File: src/rtl/imem_load_ctrl.sv
// Instruction-memory load sequencer: assembles big-endian byte pairs into 16-bit words
// and writes them while the CPU is stalled. Define IMEM_LOAD_CSUM_EN to add the load_csum output.
module imem_load_ctrl #(
    parameter int ADDR_W = 9,
    parameter int DATA_W = 16,
    parameter int DEPTH  = 512
) (
    input  logic              clk,
    input  logic              rst,
    input  logic [ADDR_W-1:0] pc_addr,
    input  logic              load_start,
    input  logic [ADDR_W:0]   load_len,
    input  logic              byte_valid,
    input  logic [7:0]        byte_data,
    output logic              byte_ready,
    output logic [ADDR_W-1:0] imem_addr,
    output logic [DATA_W-1:0] imem_wdata,
    output logic              imem_we,
    output logic              cpu_stall,
    output logic              load_busy,
    output logic              load_done,
`ifdef IMEM_LOAD_CSUM_EN
    output logic              load_err,
    output logic [DATA_W-1:0] load_csum
`else
    output logic              load_err
`endif
);

    typedef enum logic [2:0] {S_IDLE, S_HI, S_LO, S_WRITE, S_DONE} state_t;

    localparam logic [ADDR_W:0]   LEN_MAX = (ADDR_W+1)'(DEPTH);
    localparam logic [ADDR_W:0]   LEN_ONE = (ADDR_W+1)'(1);
    localparam logic [ADDR_W-1:0] CNT_ONE = ADDR_W'(1);

    state_t            state_q;
    logic [ADDR_W-1:0] cnt_q;
    logic [ADDR_W:0]   len_q;
    logic [DATA_W-1:0] word_q;
    logic              byte_ready_q, imem_we_q, stall_q, busy_q, done_q, err_q;
`ifdef IMEM_LOAD_CSUM_EN
    logic [DATA_W-1:0] csum_q;
`endif

    logic len_ok, last_word, hs;

    assign len_ok    = (load_len != '0) && (load_len <= LEN_MAX);
    assign last_word = ({1'b0, cnt_q} == (len_q - LEN_ONE));
    assign hs        = byte_valid && byte_ready_q;

    always_ff @(posedge clk) begin
        if (!rst) begin
            state_q      <= S_IDLE;
            cnt_q        <= '0;
            len_q        <= '0;
            word_q       <= '0;
            byte_ready_q <= 1'b0;
            imem_we_q    <= 1'b0;
            stall_q      <= 1'b0;
            busy_q       <= 1'b0;
            done_q       <= 1'b0;
            err_q        <= 1'b0;
`ifdef IMEM_LOAD_CSUM_EN
            csum_q       <= '0;
`endif
        end else begin
            done_q    <= 1'b0;
            err_q     <= 1'b0;
            imem_we_q <= 1'b0;
            case (state_q)
                S_IDLE: begin
                    if (load_start) begin
                        if (len_ok) begin
                            len_q        <= load_len;
                            cnt_q        <= '0;
                            state_q      <= S_HI;
                            byte_ready_q <= 1'b1;
                            stall_q      <= 1'b1;
                            busy_q       <= 1'b1;
`ifdef IMEM_LOAD_CSUM_EN
                            csum_q       <= '0;
`endif
                        end else begin
                            err_q <= 1'b1;
                        end
                    end
                end
                S_HI: begin
                    if (hs) begin
                        word_q[DATA_W-1 -: 8] <= byte_data;
                        state_q               <= S_LO;
                    end
                end
                S_LO: begin
                    // the write strobe is launched here so it is stable for the whole WRITE cycle
                    if (hs) begin
                        word_q[7:0]  <= byte_data;
                        state_q      <= S_WRITE;
                        byte_ready_q <= 1'b0;
                        imem_we_q    <= 1'b1;
                    end
                end
                S_WRITE: begin
`ifdef IMEM_LOAD_CSUM_EN
                    csum_q <= csum_q + word_q;
`endif
                    if (last_word) begin
                        state_q <= S_DONE;
                        done_q  <= 1'b1;
                    end else begin
                        cnt_q        <= cnt_q + CNT_ONE;
                        state_q      <= S_HI;
                        byte_ready_q <= 1'b1;
                    end
                end
                S_DONE: begin
                    state_q <= S_IDLE;
                    stall_q <= 1'b0;
                    busy_q  <= 1'b0;
                end
                default: begin
                    state_q      <= S_IDLE;
                    byte_ready_q <= 1'b0;
                    stall_q      <= 1'b0;
                    busy_q       <= 1'b0;
                end
            endcase
        end
    end

    // only IDLE hands the memory port to the fetch stage
    assign imem_addr  = (state_q == S_IDLE) ? pc_addr : cnt_q;
    assign imem_wdata = word_q;
    assign imem_we    = imem_we_q;
    assign byte_ready = byte_ready_q;
    assign cpu_stall  = stall_q;
    assign load_busy  = busy_q;
    assign load_done  = done_q;
    assign load_err   = err_q;
`ifdef IMEM_LOAD_CSUM_EN
    assign load_csum  = csum_q;
`endif

endmodule

File: config.mk
export PLATFORM = sky130hd
export DESIGN_NAME = imem_load_ctrl
export DESIGN_NICKNAME = d
export VERILOG_FILES = /design/src/rtl/imem_load_ctrl.sv
export SDC_FILE = /design/constraint.sdc
export NUM_CORES = 1
export LEC_CHECK = 0
export CAP_MARGIN = 30
export CORE_ASPECT_RATIO = 0.5
export CORE_MARGIN = 3
export CORE_UTILIZATION = 48
export DETAILED_ROUTE_END_ITERATION = 16
export GPL_TIMING_DRIVEN = 0
export PLACE_DENSITY = 0.8
export SLEW_MARGIN = 20
export SYNTH_ARGS = -nofsm -noshare
export SYNTH_HDL_FRONTEND = slang
export SYNTH_SLANG_ARGS = --single-unit
File: constraint.sdc
create_clock -name clk -period 3.2 [get_ports clk]
set_input_delay 0.8 -clock clk [delete_from_list [all_inputs] [get_ports clk]]
set_output_delay 0.8 -clock clk [all_outputs]
set_load 0.01 [all_outputs]
==> reports/qor.csv, run 1 <==
metric,value,unit
fraction of the mapped netlist area in compound gates,0.105,
remaining antenna violation count,0,
"Cell Area, Synth",2240,um2
CTS tree,built,
pre-CTS setup slack,-0.407,ns
global-route wire length before repair,9200,um
VDD IR-drop max,233,uV
"most common cell after layout, fill and taps aside",sky130_fd_sc_hd__clkdlybuf4s50_1,
H-tree levels,2,
area growth from synthesis to layout,37.4,%
antenna violations before repair,0,
most used flip-flop cell after synthesis,sky130_fd_sc_hd__dfxtp_1,
type of destination of the critical path,flop,
"number of placed instances, taps included",359,
Ports,62,
post-synthesis share of cell area spent on xor and xnor gates,0.0470,
sequential-to-total area share from yosys stat,0.385,
# Max-Cap Violations,0,
top cell family by delay on the critical path,simple AND/OR/NAND/NOR gates,
async set-or-reset flop fraction in the synthesized netlist,0,
post-synthesis mux area share,0.157,
most common cell type on the critical path,sky130_fd_sc_hd__or3_1,
number of diodes,0,
clock input transition at the sequential cells of the worst setup and hold paths,0.09,ns
worst stage delay on the critical path,0.44,ns
buffers and inverters on the worst path,3,
height of the chip,54.3,um
count of flip-flops with a built-in enable after synthesis,0,
final weighted congestion of routability-driven global placement,0.852,
Num CTS Buffers,5,
Setup Viol. Count Final,0,
DRT Wirelength,5760,um
"FF+latch count, synth",43,
"commonest non-fill, non-tap cells in the layout","57 x sky130_fd_sc_hd__clkdlybuf4s50_1, 43 x sky130_fd_sc_hd__dfxtp_1, 28 x sky130_fd_sc_hd__nor2b_1",
Setup crit start kind,primary input,
Die Footprint,5560,um2
Max Fclk,321,MHz
leakage power total,1.13,nW
number of buffers inserted by hold repair at cts,0,
pin count of the biggest net entering global routing,16,
Final Non-Filler Cells,369,
required time of the worst setup path,3.44,ns
share of final-layout standard cells stronger than drive strength 1,0.0984,
category of the critical setup timing path,primary input to flop,
iteration-0 DRC count of the detailed router,68,
clk_skew,0.00373,ns
Die X-Extent,103,um
Final Instance Area,3070,um2
Adder-Cell Fraction of Synth Area,0.0112,
Least-Margin Pin Slew,0.677,ns
nets@finish,347,
DRT Pass-1 Iters,4,
IO buf count,61,
largest buffer count on any clock path,2,
gr ovfl total,0,
vias post-DR,2057,
"Period Utilization, post-route",0.973,
cell area reported after detailed placement,2910,um2
global-route usage over all layers,0.214,
"slowest stage cell, crit path",sky130_fd_sc_hd__or3_1,
starting density of the core,0.534,
synthesized area divided by synthesized cell count,9.16,um2
power density normalized to cell area,394,nW/um2
synthesized netlist cell count,244,
vias in the first global route,2025,
"Clk Latency, worst-skew pair",0.30,ns
"Core Util, Final",0.734,
Unique masters post-synth,47,
post-detailed-route via-to-cell ratio,5.57,
Site Rows,16,
DP HPWL,4290,um
shortest clock period the worst path allows after layout,3.11,ns
routed wire length per instance,15.6,um
DRC,0,
arrival time reported for the critical path endpoint,3.35,ns
Final TNS setup,0,ns
root buffer cell,sky130_fd_sc_hd__clkbuf_8,
CP Max Fanout,5,
clock sink total,43,
"Hold Vio Cnt, Final",0,
fin worst setup slack,0.0865,ns
placeable core area,4180,um2
Final Hold Slack,0.505,ns
ordered cell list for the critical path,"clkdlybuf4s50_1, or3_1, o31ai_2, and4b_1, buf_6, nor2_2, a2111o_1, buf_4, or3_1, a21oi_1",
count of pins over their slew limit,0,
result of the run,finished clean,
Synthesis Warnings,0,
Synthesized Nets,277,
combinational family with the most area after synthesis,simple AND/OR/NAND/NOR gates,
power after layout,1.21,mW
relative slew slack,0.548,
area share of and/or/nand/nor cells after synthesis,0.257,
worst hold-check path type,flop to flop,
routing by layer:
layer	global-route usage	vias to the layer above	share of wire
met5	0	-	0
met4	0.0523	0	0.0047
met3	0.0471	4	0.060
met2	0.392	55	0.51
met1	0.261	982	0.43
li1	-	1016	-
layout make-up:
cell class | count | area, um2
Inverter | 5 | 18.8
Tap cell | 54 | 67.6
Timing Repair Buffer | 63 | 636
Fill cell | 332 | 1110
Clock buffer | 5 | 68.8
Buffer | 15 | 70.1
Sequential cell | 43 | 861
Clock inverter | 3 | 47.5
Multi-Input combinational cell | 181 | 1300
cell families (layout without fill, tap and decap cells):
logic type               count (synthesis)  count (layout)
AND/OR/NAND/NOR                         97              97
multiplexers                            34              34
adder cells (fa/ha/maj)                  2               2
AO/OA/AOI/OAI                           36              36
flip-flops                              43              43
buffers and inverters                   20              91
XOR/XNOR                                12              12
where the power goes:
part	total (mW)	switching [mW]	internal, mW	leakage, nW
combinational	0.211	0.0939	0.117	0.724
sequential	0.560	0.0129	0.547	0.348
clock	0.441	0.204	0.237	0.0587
total	1.21	0.311	0.901	1.13
cell usage after synthesis (7+ instances only):
cell type,n,area share
sky130_fd_sc_hd__mux2i_1,25,0.11
sky130_fd_sc_hd__nor2b_1,28,0.078
sky130_fd_sc_hd__nand3_1,7,0.016
sky130_fd_sc_hd__a21oi_1,12,0.027
sky130_fd_sc_hd__nor2_1,10,0.017
sky130_fd_sc_hd__dfxtp_1,43,0.39
sky130_fd_sc_hd__clkbuf_1,11,0.018
sky130_fd_sc_hd__nand2_1,10,0.017
sky130_fd_sc_hd__mux2_2,9,0.045
sky130_fd_sc_hd__nor3_1,9,0.020
sky130_fd_sc_hd__xnor2_1,7,0.027
sky130_fd_sc_hd__or3_1,7,0.020
worst reg2reg max path: stages (launching register included):
cell	delay (ns)
sky130_fd_sc_hd__dfxtp_1	0.31
sky130_fd_sc_hd__clkbuf_1	0.19
sky130_fd_sc_hd__inv_1	0.11
sky130_fd_sc_hd__ha_1	0.30
sky130_fd_sc_hd__nand4bb_1	0.13
sky130_fd_sc_hd__a2111oi_0	0.43
sky130_fd_sc_hd__nand4b_1	0.17
sky130_fd_sc_hd__nor4_2	0.43
sky130_fd_sc_hd__o21ai_1	0.30
sky130_fd_sc_hd__a221oi_1	0.37
sky130_fd_sc_hd__a311oi_1	0.09
path summary, 6_finish.rpt:
check	startpoint	endpoint	slack (ns)	depth (start not counted)
setup reg to reg	len_q[0]	state_q[0]	0.28	10
hold reg to reg	load_busy	load_busy	0.50	2
setup / recovery	load_len[0]	cnt_q[7]	0.09	10
hold / removal	load_busy	load_busy	0.50	2
flip-flops by register name (all words and copies together), names as in the netlist:
signal,cells
imem_wdata,16
len_q,10
cnt_q,9
state_q,3
byte_ready,1
imem_we,1
load_busy,1
load_done,1
load_err,1
repair_timing:
| item | 4_1_cts | 5_1_grt |
|---|---|---|
| setup buffers | 1 | 1 |
| resized for setup | 1 | 8 |
| pin swaps | 3 | 5 |
| endpoints found under the setup margin | 10 | 4 |
No activity file was read; power rests on OpenSTA's default activity.
==> inputs of run 2 (changes only) <==
--- a/config.mk
+++ b/config.mk
@@ -9,6 +9,7 @@
 export CORE_ASPECT_RATIO = 0.5
 export CORE_MARGIN = 3
 export CORE_UTILIZATION = 48
+export CTS_CLUSTER_DIAMETER = 60
 export DETAILED_ROUTE_END_ITERATION = 16
 export GPL_TIMING_DRIVEN = 0
 export PLACE_DENSITY = 0.8
==> results of run 2 <==
No change in the layout: final DEF, timing and power equal those of run 1.
==> inputs of run 3 (changes only) <==
--- a/config.mk
+++ b/config.mk
@@ -11,9 +11,9 @@
 export CORE_UTILIZATION = 48
 export CTS_CLUSTER_DIAMETER = 60
 export DETAILED_ROUTE_END_ITERATION = 16
-export GPL_TIMING_DRIVEN = 0
 export PLACE_DENSITY = 0.8
-export SLEW_MARGIN = 20
+export SLEW_MARGIN = 40
 export SYNTH_ARGS = -nofsm -noshare
 export SYNTH_HDL_FRONTEND = slang
 export SYNTH_SLANG_ARGS = --single-unit
+export TNS_END_PERCENT = 20
==> run 3 against run 2 <==
Net effect:
- utilization decreased by 1.9 points
- worst hold slack improved by 0.013 ns
- via count decreased by 2.5%
- largest power group unchanged
- critical endpoint is now cnt_q[8]
- largest cell class unchanged
==> reports/qor.csv, run 3 (synthesis results as in run 1) <==
metric,value,unit,change
clk_skew,0.00289,ns,-0.000836 ns
iteration-0 DRC count of the detailed router,79,,+16%
clock input transition at the sequential cells of the worst setup and hold paths,0.08,ns,about the same
global-route usage over all layers,0.206,,-0.00790
gr ovfl total,0,,unchanged
global-route wire length before repair,8780,um,-4.6%
clock sink total,43,,unchanged
Site Rows,16,,unchanged
relative slew slack,0.591,,+0.0431
power density normalized to cell area,372,nW/um2,-5.7%
Final Non-Filler Cells,359,,-2.7%
Setup Buffers After CTS,0,,-1
Worst Reg2Reg Path Length in Cells,7,,-3
Die Footprint,5560,um2,unchanged
H-tree levels,2,,unchanged
Largest register FFs,16,,unchanged
post-detailed-route via-to-cell ratio,5.59,,+0.24%
pin count of the biggest net entering global routing,25,,+9
worst-case hold path end point,cnt_q[8],,
vias in the first global route,1850,,-8.6%
"slowest stage cell, crit path",sky130_fd_sc_hd__or4_4,,
antenna violations before repair,0,,unchanged
unrepaired setup endpoints after global routing,no,,
# Max-Cap Violations,0,,unchanged
"Hold Vio Cnt, Final",0,,unchanged
critical hold path startpoint,cnt_q[8],,
"Core Util, Final",0.715,,-0.0194
Internal Power,0.817,mW,-9.4%
root buffer cell,sky130_fd_sc_hd__clkbuf_8,,
number of diodes,0,,unchanged
switching component of the power,0.296,mW,-4.9%
leakage power total,1.07,nW,-5.2%
CP Max Fanout,5,,unchanged
largest buffer count on any clock path,2,,unchanged
share of final-layout standard cells stronger than drive strength 1,0.0951,,-0.00333
count of pins over their slew limit,0,,unchanged
DP HPWL,4150,um,-3.3%
"Clk Latency, worst-skew pair",0.30,ns,about the same
worst stage delay on the critical path,0.56,ns,+0.12 ns
routed wire length per instance,15.4,um,-1.7%
Crit Reg-Reg Startpoint,len_q[2],,
Setup crit start kind,primary input,,
Setup Viol. Count Final,0,,unchanged
Reg power frac,0.508,,+0.046
starting density of the core,0.534,,unchanged
ordered cell list for the critical path,"clkdlybuf4s50_1, or4_4, o31ai_1, and4b_1, nor2_2, a2111o_1, or4_1, a21oi_1",,
category of the critical setup timing path,primary input to flop,,
remaining antenna violation count,0,,unchanged
r2r setup slk,0.39,ns,+0.11 ns
Die X-Extent,103,um,unchanged
Num CTS Buffers,5,,unchanged
DRC,0,,unchanged
"Period Utilization, post-route",0.960,,-0.0128
vias post-DR,2006,,-2.5%
area growth from synthesis to layout,33.8,%,
"number of placed instances, taps included",351,,-2.2%
required time of the worst setup path,3.43,ns,about the same
nets@finish,337,,-2.9%
final weighted congestion of routability-driven global placement,0.839,,-1.6%
buffers and inverters on the worst path,1,,-2
IO buf count,61,,unchanged
placeable core area,4180,um2,unchanged
DRT Wirelength,5510,um,-4.4%
switching part of the total,0.266,,+0.00934
worst hold-check path type,flop to flop,,
type of destination of the critical path,flop,,
arrival time reported for the critical path endpoint,3.31,ns,-0.04 ns
"commonest non-fill, non-tap cells in the layout","61 x sky130_fd_sc_hd__clkdlybuf4s50_1, 43 x sky130_fd_sc_hd__dfxtp_1, 28 x sky130_fd_sc_hd__nor2b_1",,
DRT Pass-1 Iters,4,,unchanged
Ports,62,,unchanged
shortest clock period the worst path allows after layout,3.07,ns,-0.0409 ns
result of the run,finished clean,,
instance count on the critical path,8,,-2
height of the chip,54.3,um,unchanged
Max Fclk,325,MHz,+1.3%
part of the total power dissipated in combinational logic,0.182,,+0.008
VDD IR-drop max,233,uV,about the same
Least-Margin Pin Slew,0.611,ns,-0.0664 ns
cell depth of the worst hold path,2,,unchanged
clock share of power,0.310,,-0.054
end of the worst register-to-register path,cnt_q[8],,
CTS tree,built,,
top cell family by delay on the critical path,simple AND/OR/NAND/NOR gates,,
"most common cell after layout, fill and taps aside",sky130_fd_sc_hd__clkdlybuf4s50_1,,
==> run 3: routing by layer <==
layer | routed length (um) | GRT usage | part of all wire | up-vias
li1 | - | - | - | 996
met1 | 2590 | 0.278 | 0.47 | 939
met2 | 2530 | 0.330 | 0.46 | 63
met3 | 313 | 0.0433 | 0.057 | 8
met4 | 77 | 0.0763 | 0.014 | 0
met5 | 0 | 0 | 0 | -
==> run 3: how the worst max path moves through the flow <==
| stage | from | end | slack (ns) |
|---|---|---|---|
| 2_1_floorplan | load_len[5] | cnt_q[8] | 0.24 |
| 3_3_place_gp | load_len[5] | cnt_q[8] | -0.17 |
| 3_5_place_dp | load_len[5] | cnt_q[8] | -0.25 |
| 4_1_cts | load_len[5] | cnt_q[8] | 0.06 |
| 5_1_grt | load_len[5] | cnt_q[8] | 0.03 |
| 6_report | load_len[5] | cnt_q[8] | 0.13 |
==> run 3: worst min-delay path: stages, from the launching register on <==
cell and delay [ns]:
sky130_fd_sc_hd__dfxtp_1 0.35, sky130_fd_sc_hd__o31ai_1 0.07, sky130_fd_sc_hd__a21oi_1 0.06
==> run 3: power groups by stage <==
stage | Sequential [mW] | Combinational (mW) | Clock (mW)
floorplan | 0.571 | 0.116 | 0
global placement | 0.576 | 0.198 | 0
detailed placement | 0.577 | 0.202 | 0
CTS | 0.565 | 0.204 | 0.354
global route | 0.567 | 0.221 | 0.373
finish | 0.565 | 0.203 | 0.345
==> run 3: area by class of cell <==
type                    instances  area (um2)
clock inverters                 2        12.5
fillers                       328        1190
inverters                       5        18.8
well taps                      54        67.6
repair buffers                 68         663
multi-input cells             181        1300
flip-flops and latches         43         861
clock buffers                   6        72.6
==> run 3: repair_timing <==
item,4_1_cts,5_1_grt
gates resized for setup,0,0
hold buffers,0,0
setup endpoints to repair,0,1
==> run 3: through the flow <==
step | area [um2] | power (mW) | TNS (ns) | hold WS [ns] | setup WS [ns]
floorplan | 2240 | 0.686 | 0 | 0.475 | 0.240
global placement | 2910 | 0.774 | -0.262 | 0.480 | -0.170
detailed placement | 2910 | 0.780 | -0.501 | 0.507 | -0.245
CTS | 2990 | 1.12 | 0 | 0.526 | 0.0623
global route | 2990 | 1.16 | 0 | 0.539 | 0.0339
finish | 2990 | 1.11 | 0 | 0.518 | 0.127
